### src/rtl/alu_pipe_pkg.sv
// rtl/alu_pipe_pkg.sv - shared opcodes, flag indices and default width for the ALU accumulator pipe
//
// Purpose : common definitions imported by the interface, the adder and the top.
// Contents: DEFAULT_WIDTH, FLAG_* bit positions within {N,Z,C,V}, opcode_t enum.
// Build   : the optional ALU_SAT_EN macro is consumed by alu_accum_pipe, not here.

package alu_pipe_pkg;

    localparam int DEFAULT_WIDTH = 8;

    // Positions inside the 4-bit flag word {N,Z,C,V}
    localparam int FLAG_N = 3;
    localparam int FLAG_Z = 2;
    localparam int FLAG_C = 1;
    localparam int FLAG_V = 0;

    typedef enum logic [3:0] {
        OP_ADD   = 4'd0,
        OP_SUB   = 4'd1,
        OP_ADC   = 4'd2,
        OP_SBB   = 4'd3,
        OP_AND   = 4'd4,
        OP_OR    = 4'd5,
        OP_XOR   = 4'd6,
        OP_NAND  = 4'd7,
        OP_NOR   = 4'd8,
        OP_NOT   = 4'd9,
        OP_SHL   = 4'd10,
        OP_SHR   = 4'd11,
        OP_PASSB = 4'd12,
        OP_CLRC  = 4'd13,
        OP_RSV14 = 4'd14,
        OP_RSV15 = 4'd15
    } opcode_t;

endpackage

### src/rtl/alu_accum_pipe_if.sv
// rtl/alu_accum_pipe_if.sv - operation/result handshake bundle for alu_accum_pipe
//
// Purpose : groups the request side (in_*), the result side (out_*) and the
//           accumulator view into one bundle.
// Modports: master - the producer/consumer around the pipe (drives in_*, out_ready)
//           slave  - the pipe itself (drives in_ready, out_*, acc_value)
// Signals : in_valid/in_ready/in_op/in_a/in_b/in_use_acc/in_acc_wr,
//           out_valid/out_ready/out_result/out_flags {N,Z,C,V}, acc_value.

interface alu_accum_pipe_if
    import alu_pipe_pkg::*;
#(
    parameter int WIDTH = DEFAULT_WIDTH
);

    logic             in_valid;
    logic             in_ready;
    logic [3:0]       in_op;
    logic [WIDTH-1:0] in_a;
    logic [WIDTH-1:0] in_b;
    logic             in_use_acc;
    logic             in_acc_wr;

    logic             out_valid;
    logic             out_ready;
    logic [WIDTH-1:0] out_result;
    logic [3:0]       out_flags;

    logic [WIDTH-1:0] acc_value;

    modport master (
        output in_valid, in_op, in_a, in_b, in_use_acc, in_acc_wr, out_ready,
        input  in_ready, out_valid, out_result, out_flags, acc_value
    );

    modport slave (
        input  in_valid, in_op, in_a, in_b, in_use_acc, in_acc_wr, out_ready,
        output in_ready, out_valid, out_result, out_flags, acc_value
    );

endinterface

### src/rtl/alu_prefix_adder.sv
// rtl/alu_prefix_adder.sv - parameterised Kogge-Stone adder with carry-in and carry-out
//
// Purpose : a + b + cin over WIDTH bits using a log2(WIDTH)-level parallel prefix tree.
// Ports   : a, b  [WIDTH-1:0] operands
//           cin                carry into bit 0
//           sum   [WIDTH-1:0]  truncated sum
//           cout               carry out of the MSB (bit WIDTH of the full sum)

module alu_prefix_adder #(
    parameter int WIDTH = 8
) (
    input  logic [WIDTH-1:0] a,
    input  logic [WIDTH-1:0] b,
    input  logic             cin,
    output logic [WIDTH-1:0] sum,
    output logic             cout
);

    localparam int LEVELS = $clog2(WIDTH);

    // Level k holds group generate/propagate spanning 2^k bits ending at each bit.
    logic [WIDTH-1:0] g_l [0:LEVELS];
    logic [WIDTH-1:0] p_l [0:LEVELS];

    // Folding cin into bit 0's generate makes every prefix G[i] the true carry
    // out of bit i, so no separate carry-in level is needed.
    assign p_l[0] = a ^ b;
    assign g_l[0] = (a & b) | {{(WIDTH-1){1'b0}}, (a[0] ^ b[0]) & cin};

    for (genvar l = 0; l < LEVELS; l++) begin : g_lvl
        for (genvar i = 0; i < WIDTH; i++) begin : g_bit
            if (i >= (1 << l)) begin : g_node
                assign g_l[l+1][i] = g_l[l][i] | (p_l[l][i] & g_l[l][i-(1<<l)]);
                assign p_l[l+1][i] = p_l[l][i] & p_l[l][i-(1<<l)];
            end else begin : g_pass
                assign g_l[l+1][i] = g_l[l][i];
                assign p_l[l+1][i] = p_l[l][i];
            end
        end
    end

    assign sum  = p_l[0] ^ {g_l[LEVELS][WIDTH-2:0], cin};
    assign cout = g_l[LEVELS][WIDTH-1];

endmodule

### src/rtl/alu_accum_pipe.sv
// rtl/alu_accum_pipe.sv - two-stage valid/ready ALU with accumulator and stored carry
//
// Purpose : stage 1 registers an accepted operation; stage 2 computes the
//           result and {N,Z,C,V} flags, and reads/writes the accumulator and
//           stored carry at the stage 1->2 advance so dependent back-to-back
//           operations need no stall. Latency 2 cycles, one op per cycle.
// Ports   : clk    - rising-edge clock
//           rst_n  - asynchronous active-low reset
//           bus    - alu_accum_pipe_if.slave (in_*, out_*, acc_value)
// Params  : WIDTH  - operand/result/accumulator width, 4..32
// Options : ALU_SAT_EN - when defined, ADD/ADC saturate to all-ones on carry
//           and SUB/SBB saturate to zero on borrow; C and V still describe the
//           unsaturated result. Undefined (default): all arithmetic wraps.

module alu_accum_pipe
    import alu_pipe_pkg::*;
#(
    parameter int WIDTH = DEFAULT_WIDTH
) (
    input  logic             clk,
    input  logic             rst_n,
    alu_accum_pipe_if.slave  bus
);

    // ------------------------------------------------------------------
    // State
    // ------------------------------------------------------------------
    logic             s1_valid;
    opcode_t          s1_op;
    logic [WIDTH-1:0] s1_a;
    logic [WIDTH-1:0] s1_b;
    logic             s1_use_acc;
    logic             s1_acc_wr;

    logic             out_valid_q;
    logic [WIDTH-1:0] out_result_q;
    logic [3:0]       out_flags_q;

    logic [WIDTH-1:0] acc_q;
    logic             carry_q;

    // ------------------------------------------------------------------
    // Handshake
    // ------------------------------------------------------------------
    logic s2_advance;

    assign s2_advance   = !out_valid_q || bus.out_ready;
    assign bus.in_ready = !s1_valid || s2_advance;

    // ------------------------------------------------------------------
    // Stage 2 datapath
    // ------------------------------------------------------------------
    logic [WIDTH-1:0] a_eff;
    logic [WIDTH-1:0] add_b;
    logic             add_cin;
    logic [WIDTH-1:0] add_sum;
    logic             add_cout;
    logic             is_sub;
    logic             arith_c;
    logic             arith_v;

    always_comb begin
        a_eff  = s1_use_acc ? acc_q : s1_a;
        is_sub = (s1_op == OP_SUB) || (s1_op == OP_SBB);
        // Subtraction as a + ~b + cin: cin=1 for SUB, cin=!borrow for SBB.
        add_b  = is_sub ? ~s1_b : s1_b;
        case (s1_op)
            OP_ADC:  add_cin = carry_q;
            OP_SUB:  add_cin = 1'b1;
            OP_SBB:  add_cin = ~carry_q;
            default: add_cin = 1'b0;
        endcase
    end

    alu_prefix_adder #(
        .WIDTH (WIDTH)
    ) u_adder (
        .a    (a_eff),
        .b    (add_b),
        .cin  (add_cin),
        .sum  (add_sum),
        .cout (add_cout)
    );

    // Borrow is the inverted carry of the a + ~b form.
    assign arith_c = is_sub ? ~add_cout : add_cout;
    // Signed overflow: both addends share a sign that the sum does not.
    assign arith_v = (a_eff[WIDTH-1] == add_b[WIDTH-1]) &&
                     (add_sum[WIDTH-1] != a_eff[WIDTH-1]);

    logic [WIDTH-1:0] alu_res;
    logic             new_c;
    logic             new_v;
    logic             res_wr_ok;
    logic [3:0]       res_flags;

    always_comb begin
        alu_res   = '0;
        new_c     = carry_q;
        new_v     = 1'b0;
        res_wr_ok = 1'b1;
        case (s1_op)
            OP_ADD, OP_ADC, OP_SUB, OP_SBB: begin
                alu_res = add_sum;
                new_c   = arith_c;
                new_v   = arith_v;
`ifdef ALU_SAT_EN
                if (arith_c) begin
                    alu_res = is_sub ? '0 : '1;
                end
`endif
            end
            OP_AND:   alu_res = a_eff & s1_b;
            OP_OR:    alu_res = a_eff | s1_b;
            OP_XOR:   alu_res = a_eff ^ s1_b;
            OP_NAND:  alu_res = ~(a_eff & s1_b);
            OP_NOR:   alu_res = ~(a_eff | s1_b);
            OP_NOT:   alu_res = ~a_eff;
            OP_SHL: begin
                alu_res = {a_eff[WIDTH-2:0], 1'b0};
                new_c   = a_eff[WIDTH-1];
            end
            OP_SHR: begin
                alu_res = {1'b0, a_eff[WIDTH-1:1]};
                new_c   = a_eff[0];
            end
            OP_PASSB: alu_res = s1_b;
            OP_CLRC: begin
                alu_res = a_eff;
                new_c   = 1'b0;
            end
            default: begin
                // Reserved opcodes: zero result, no accumulator write,
                // carry kept; the op still produces an output beat.
                alu_res   = '0;
                res_wr_ok = 1'b0;
            end
        endcase

        res_flags         = '0;
        res_flags[FLAG_N] = alu_res[WIDTH-1];
        res_flags[FLAG_Z] = (alu_res == '0);
        res_flags[FLAG_C] = new_c;
        res_flags[FLAG_V] = new_v;
    end

    // ------------------------------------------------------------------
    // Registers
    // ------------------------------------------------------------------
    always_ff @(posedge clk or negedge rst_n) begin
        if (!rst_n) begin
            s1_valid     <= 1'b0;
            s1_op        <= OP_ADD;
            s1_a         <= '0;
            s1_b         <= '0;
            s1_use_acc   <= 1'b0;
            s1_acc_wr    <= 1'b0;
            out_valid_q  <= 1'b0;
            out_result_q <= '0;
            out_flags_q  <= '0;
            acc_q        <= '0;
            carry_q      <= 1'b0;
        end else begin
            // Stage 1 refills whenever it is empty or draining this cycle.
            if (bus.in_ready) begin
                s1_valid <= bus.in_valid;
                if (bus.in_valid) begin
                    s1_op      <= opcode_t'(bus.in_op);
                    s1_a       <= bus.in_a;
                    s1_b       <= bus.in_b;
                    s1_use_acc <= bus.in_use_acc;
                    s1_acc_wr  <= bus.in_acc_wr;
                end
            end

            // Accumulator and carry commit at the same edge the result is
            // registered, so the next op in stage 1 already sees them.
            if (s2_advance) begin
                out_valid_q <= s1_valid;
                if (s1_valid) begin
                    out_result_q <= alu_res;
                    out_flags_q  <= res_flags;
                    carry_q      <= new_c;
                    if (s1_acc_wr && res_wr_ok) begin
                        acc_q <= alu_res;
                    end
                end
            end
        end
    end

    assign bus.out_valid  = out_valid_q;
    assign bus.out_result = out_result_q;
    assign bus.out_flags  = out_flags_q;
    assign bus.acc_value  = acc_q;

endmodule

### src/flat_wrapper.sv
// flat-port wrapper written by rule: the top's interface ports become plain ports
module alu_accum_pipe_flat import alu_pipe_pkg::*;
#(
    parameter int WIDTH = DEFAULT_WIDTH
)
  (clk, rst_n, bus_in_valid, bus_in_op, bus_in_a, bus_in_b, bus_in_use_acc, bus_in_acc_wr, bus_out_ready, bus_in_ready, bus_out_valid, bus_out_result, bus_out_flags, bus_acc_value);
  alu_accum_pipe_if #(.WIDTH(WIDTH)) bus_i ();
  input  logic clk;
  input  logic rst_n;
  input wire logic [$bits(bus_i.in_valid)-1:0] bus_in_valid;
  input wire logic [$bits(bus_i.in_op)-1:0] bus_in_op;
  input wire logic [$bits(bus_i.in_a)-1:0] bus_in_a;
  input wire logic [$bits(bus_i.in_b)-1:0] bus_in_b;
  input wire logic [$bits(bus_i.in_use_acc)-1:0] bus_in_use_acc;
  input wire logic [$bits(bus_i.in_acc_wr)-1:0] bus_in_acc_wr;
  input wire logic [$bits(bus_i.out_ready)-1:0] bus_out_ready;
  output wire logic [$bits(bus_i.in_ready)-1:0] bus_in_ready;
  output wire logic [$bits(bus_i.out_valid)-1:0] bus_out_valid;
  output wire logic [$bits(bus_i.out_result)-1:0] bus_out_result;
  output wire logic [$bits(bus_i.out_flags)-1:0] bus_out_flags;
  output wire logic [$bits(bus_i.acc_value)-1:0] bus_acc_value;
  assign bus_i.in_valid = bus_in_valid;
  assign bus_i.in_op = bus_in_op;
  assign bus_i.in_a = bus_in_a;
  assign bus_i.in_b = bus_in_b;
  assign bus_i.in_use_acc = bus_in_use_acc;
  assign bus_i.in_acc_wr = bus_in_acc_wr;
  assign bus_i.out_ready = bus_out_ready;
  assign bus_in_ready = bus_i.in_ready;
  assign bus_out_valid = bus_i.out_valid;
  assign bus_out_result = bus_i.out_result;
  assign bus_out_flags = bus_i.out_flags;
  assign bus_acc_value = bus_i.acc_value;
  alu_accum_pipe #(.WIDTH(WIDTH)) u_core (.clk(clk), .rst_n(rst_n), .bus(bus_i));
endmodule
### config.mk
export PLATFORM = sky130hd
export DESIGN_NAME = alu_accum_pipe_flat
export DESIGN_NICKNAME = d
export VERILOG_FILES = /design/src/rtl/alu_pipe_pkg.sv /design/src/rtl/alu_accum_pipe_if.sv /design/src/rtl/alu_prefix_adder.sv /design/src/rtl/alu_accum_pipe.sv /design/src/flat_wrapper.sv
export SDC_FILE = /design/constraint.sdc
export NUM_CORES = 1
export LEC_CHECK = 0
export CAP_MARGIN = 40
export CORE_UTILIZATION = 30
export DETAILED_ROUTE_END_ITERATION = 12
export PLACE_DENSITY_LB_ADDON = 0.15
export RECOVER_POWER = 50
export SLEW_MARGIN = 5
export SYNTH_ARGS = -nofsm -noshare
export SYNTH_HDL_FRONTEND = slang
export SYNTH_SLANG_ARGS = --single-unit
export TNS_END_PERCENT = 100
### constraint.sdc
create_clock -name clk -period 4.3 [get_ports clk]
set_input_delay 0.86 -clock clk [delete_from_list [all_inputs] [get_ports clk]]
set_output_delay 0.86 -clock clk [all_outputs]
set_load 0.01 [all_outputs]
==> results_dict.tcl <==
set metrics [dict create \
    worstPathCellList "mux2i_1 -> fa_1 -> inv_1 -> fa_1 -> a211oi_1 -> o21bai_1 -> a21oi_1 -> xnor2_1 -> a211oi_1 -> inv_1 -> o41ai_2" \
    worstHoldStart "u_core.bus.out_result[4]" \
    grt_pass1_vias 2828 \
    synth-async-reset-ratio 1.00 \
    skew_ps 12.5 \
    tritoncts "done" \
    slew_headroom -0.622 \
    finalPower_w 0.00215 \
    grt_overflow 0 \
    row_count 37 \
    die_area_um2 11300 \
    timing.rr.end "u_core.bus.out_flags[2]" \
    drc_errors 0 \
    die_x_um 106 \
    coreArea_um2 10400 \
    final.setup.tns_ps 0 \
    yosysWarningCount 0 \
    synth_area_leaders "dfrtp_1 33%, mux2_2 11%, ha_1 8.8%, mux2i_1 4.9%, xnor2_1 4.0%" \
    yosysMostFrequentCell "dfrtp_1" \
    crit_slowest_cell "dfrtp_1" \
    antenna_found_initial 0 \
    netlist.top_cell.by_area "dfrtp_1" \
    worstSetupEndpointType "flip-flop" \
    vias_per_cell 5.37 \
    synth_fp_nets 389 \
    num_io_pins 48 \
    n_antenna_cell 0 \
    synthTopCellsByCount "43 x dfrtp_1, 32 x mux2_2, 26 x nand2_1" \
    top_usage_layer "met2" \
    dr.pass1.iters 5 \
    drtAntennaViolNets 0 \
    crit_buf_inv 2 \
    worst_pin_slew_ps 2430 \
    hold_end "u_core.bus.out_result[4]" \
    cp_max_fo 9 \
    clk_latency_ps 300 \
    port_buffers 47 \
    fmax_ghz 0.280 \
    period_share 0.831 \
    critical_path_class "reg -> reg" \
    cap_viol_max_count 1 \
    drive_gt1_frac 0.143 \
    clk_pin_slew_ps 80 \
    met2_usage 0.286 \
    peakVddDrop_mv 0.224 \
    dr.first_iter.drc_count 193 \
    arrival_ps 3770 \
    synth_ff_type "dfrtp_1" \
    reg2regPathDepth 11 \
    post_synth_num_cell_types 58 \
    p_leak_nw 1.72 \
    finalSetupViolCount 0 \
    outcome "finished, violations left" \
    htreeDepth 2 \
    clk_path_buf_depth 2 \
    syn_inst 338 \
    required_ps 4490 \
    grt_pass1_wl_um 15600 \
    grt_max_degree 44 \
    synth-edff-count 0 \
    root_buffer "clkbuf_8" \
    hold_violations 0 \
    hold_buffers 0 \
    fin_nets 435 \
    finalMaxSlewViolations 44 \
    r2r_slack_ps 730 \
    hpwl_um 7220 \
    cts_setup_buffers 0 \
    critPathTopFamily "compound AO/OA/AOI/OAI gates" \
    syn_to_final_growth_pct 22.7 \
    hold_path.class "reg -> reg" \
    numClockSinks 43 \
    synth_top_area_frac 0.331 \
    synth_area_um2 3250 \
    wl_per_cell_um 18.7 \
    gp_congestion 0.878 \
    start_kind "flip-flop" \
    post_cts_resize_count 0 \
    vias 2799 \
    r2r-start "u_core.s1_use_acc" \
    ys_seq_elements 43 \
    synth_area_per_cell_um2 9.62 \
    die_y_um 106 \
    powerDensity_nw_per_um2 538 \
    min_period_ps 3570 \
    failed_checks "max-capacitance violations, max-slew violations" \
    start_util 0.312 \
    rsz0062_at_grt "false" \
    grtUsageMet3 0.0294 \
    grtUsageTotal 0.180 \
    yosysSeqAreaShare 0.331 \
    numCtsBuffers 5 \
    min_path_cells 2 \
    critical_path.max_stage_delay_ps 680 \
    drt_wl_total_um 9720 \
    timing.hold.ws_ps 479 \
    grt_use_met1 0.250 \
]
==> where the power goes <==
part	switching, W	internal, W	leakage [nW]	total [W]
Sequential	0.0000966	0.000516	0.512	0.000612
Clock	0.000150	0.000114	0.0412	0.000263
Combinational	0.000677	0.000595	1.16	0.00127
==> metrics by stage <==
step                      instances  worst slack [ps]   util  instance area, µm²
after floorplan                 338               635      -                3250
after global placement          511               830  0.372                3870
after detailed placement        513               736  0.375                3910
after CTS                       521               702  0.384                4000
after global routing            521               381  0.383                3990
final                           521               726  0.383                3990
==> kinds of logic (layout without fill, tap and decap cells) <==
logic type,after synthesis,in the layout,share of synthesized area
AOI/OAI and AO/OA,83,83,0.181
muxes,49,49,0.167
and+or+nand+nor,78,78,0.119
buffers and inverters,43,90,0.0558
DFF,43,43,0.331
adders and majority gates,25,25,0.101
xor gates and xnor gates,17,17,0.0458
==> metal layers <==
metal  wire length, µm  vias to the layer above
met4               143                        0
li1                  -                     1316
met3               465                       13
met1              4590                     1373
met2              4520                       97
met5                 0                        -
==> cell type report <==
| class | instances | area, µm² |
|---|---|---|
| Fill cell | 1074 | 6420 |
| Multi-Input combinational cell | 252 | 1990 |
| Sequential cell | 43 | 1080 |
| Timing Repair Buffer | 60 | 583 |
| Tap cell | 136 | 170 |
| Inverter | 22 | 82.6 |
| Clock buffer | 6 | 72.6 |
| Clock inverter | 2 | 12.5 |
==> how the worst max path moves through the flow <==
stage                       from  cells past startpoint                 endpoint  slack, ps
6_report       u_core.s1_use_acc                     11  u_core.bus.out_flags[2]        730
5_1_grt        u_core.s1_use_acc                     11  u_core.bus.out_flags[2]        380
4_1_cts        u_core.s1_use_acc                     11  u_core.bus.out_flags[2]        700
3_5_place_dp   u_core.s1_use_acc                     11  u_core.bus.out_flags[2]        740
3_3_place_gp   u_core.s1_use_acc                     11  u_core.bus.out_flags[2]        830
2_1_floorplan    u_core.s1_op[0]                     15  u_core.bus.out_flags[2]        630
==> layout by cell type, fill, tap and decap left out, types with 13 or more instances in the layout <==
cell type / netlist / routed
dfrtp_1: 43 / 43
clkdlybuf4s50_1: 0 / 40
mux2_2: 32 / 32
nand2_1: 26 / 26
ha_1: 23 / 23
inv_1: 21 / 21
nor2_1: 18 / 18
a21oi_1: 18 / 18
mux2i_1: 16 / 16
xnor2_1: 15 / 15
o21ai_0: 13 / 13
==> worst register-to-register path, cell delays in order (launching register included) <==
cell	delay (ps)
dfrtp_1	680
mux2i_1	540
fa_1	290
inv_1	60
fa_1	470
a211oi_1	250
o21bai_1	120
a21oi_1	220
xnor2_1	90
a211oi_1	410
inv_1	120
o41ai_2	220
==> registers in the layout (all words and copies together) (netlist names), named ones only <==
signal / count
u_core.bus.acc_value: 8
u_core.s1_a: 8
u_core.s1_b: 8
u_core.bus.out_result: 7
u_core.s1_op: 4
u_core.bus.out_flags: 3
u_core.bus.out_valid: 1
u_core.s1_acc_wr: 1
u_core.s1_use_acc: 1
u_core.s1_valid: 1
Power figures use the tool's default switching activity.
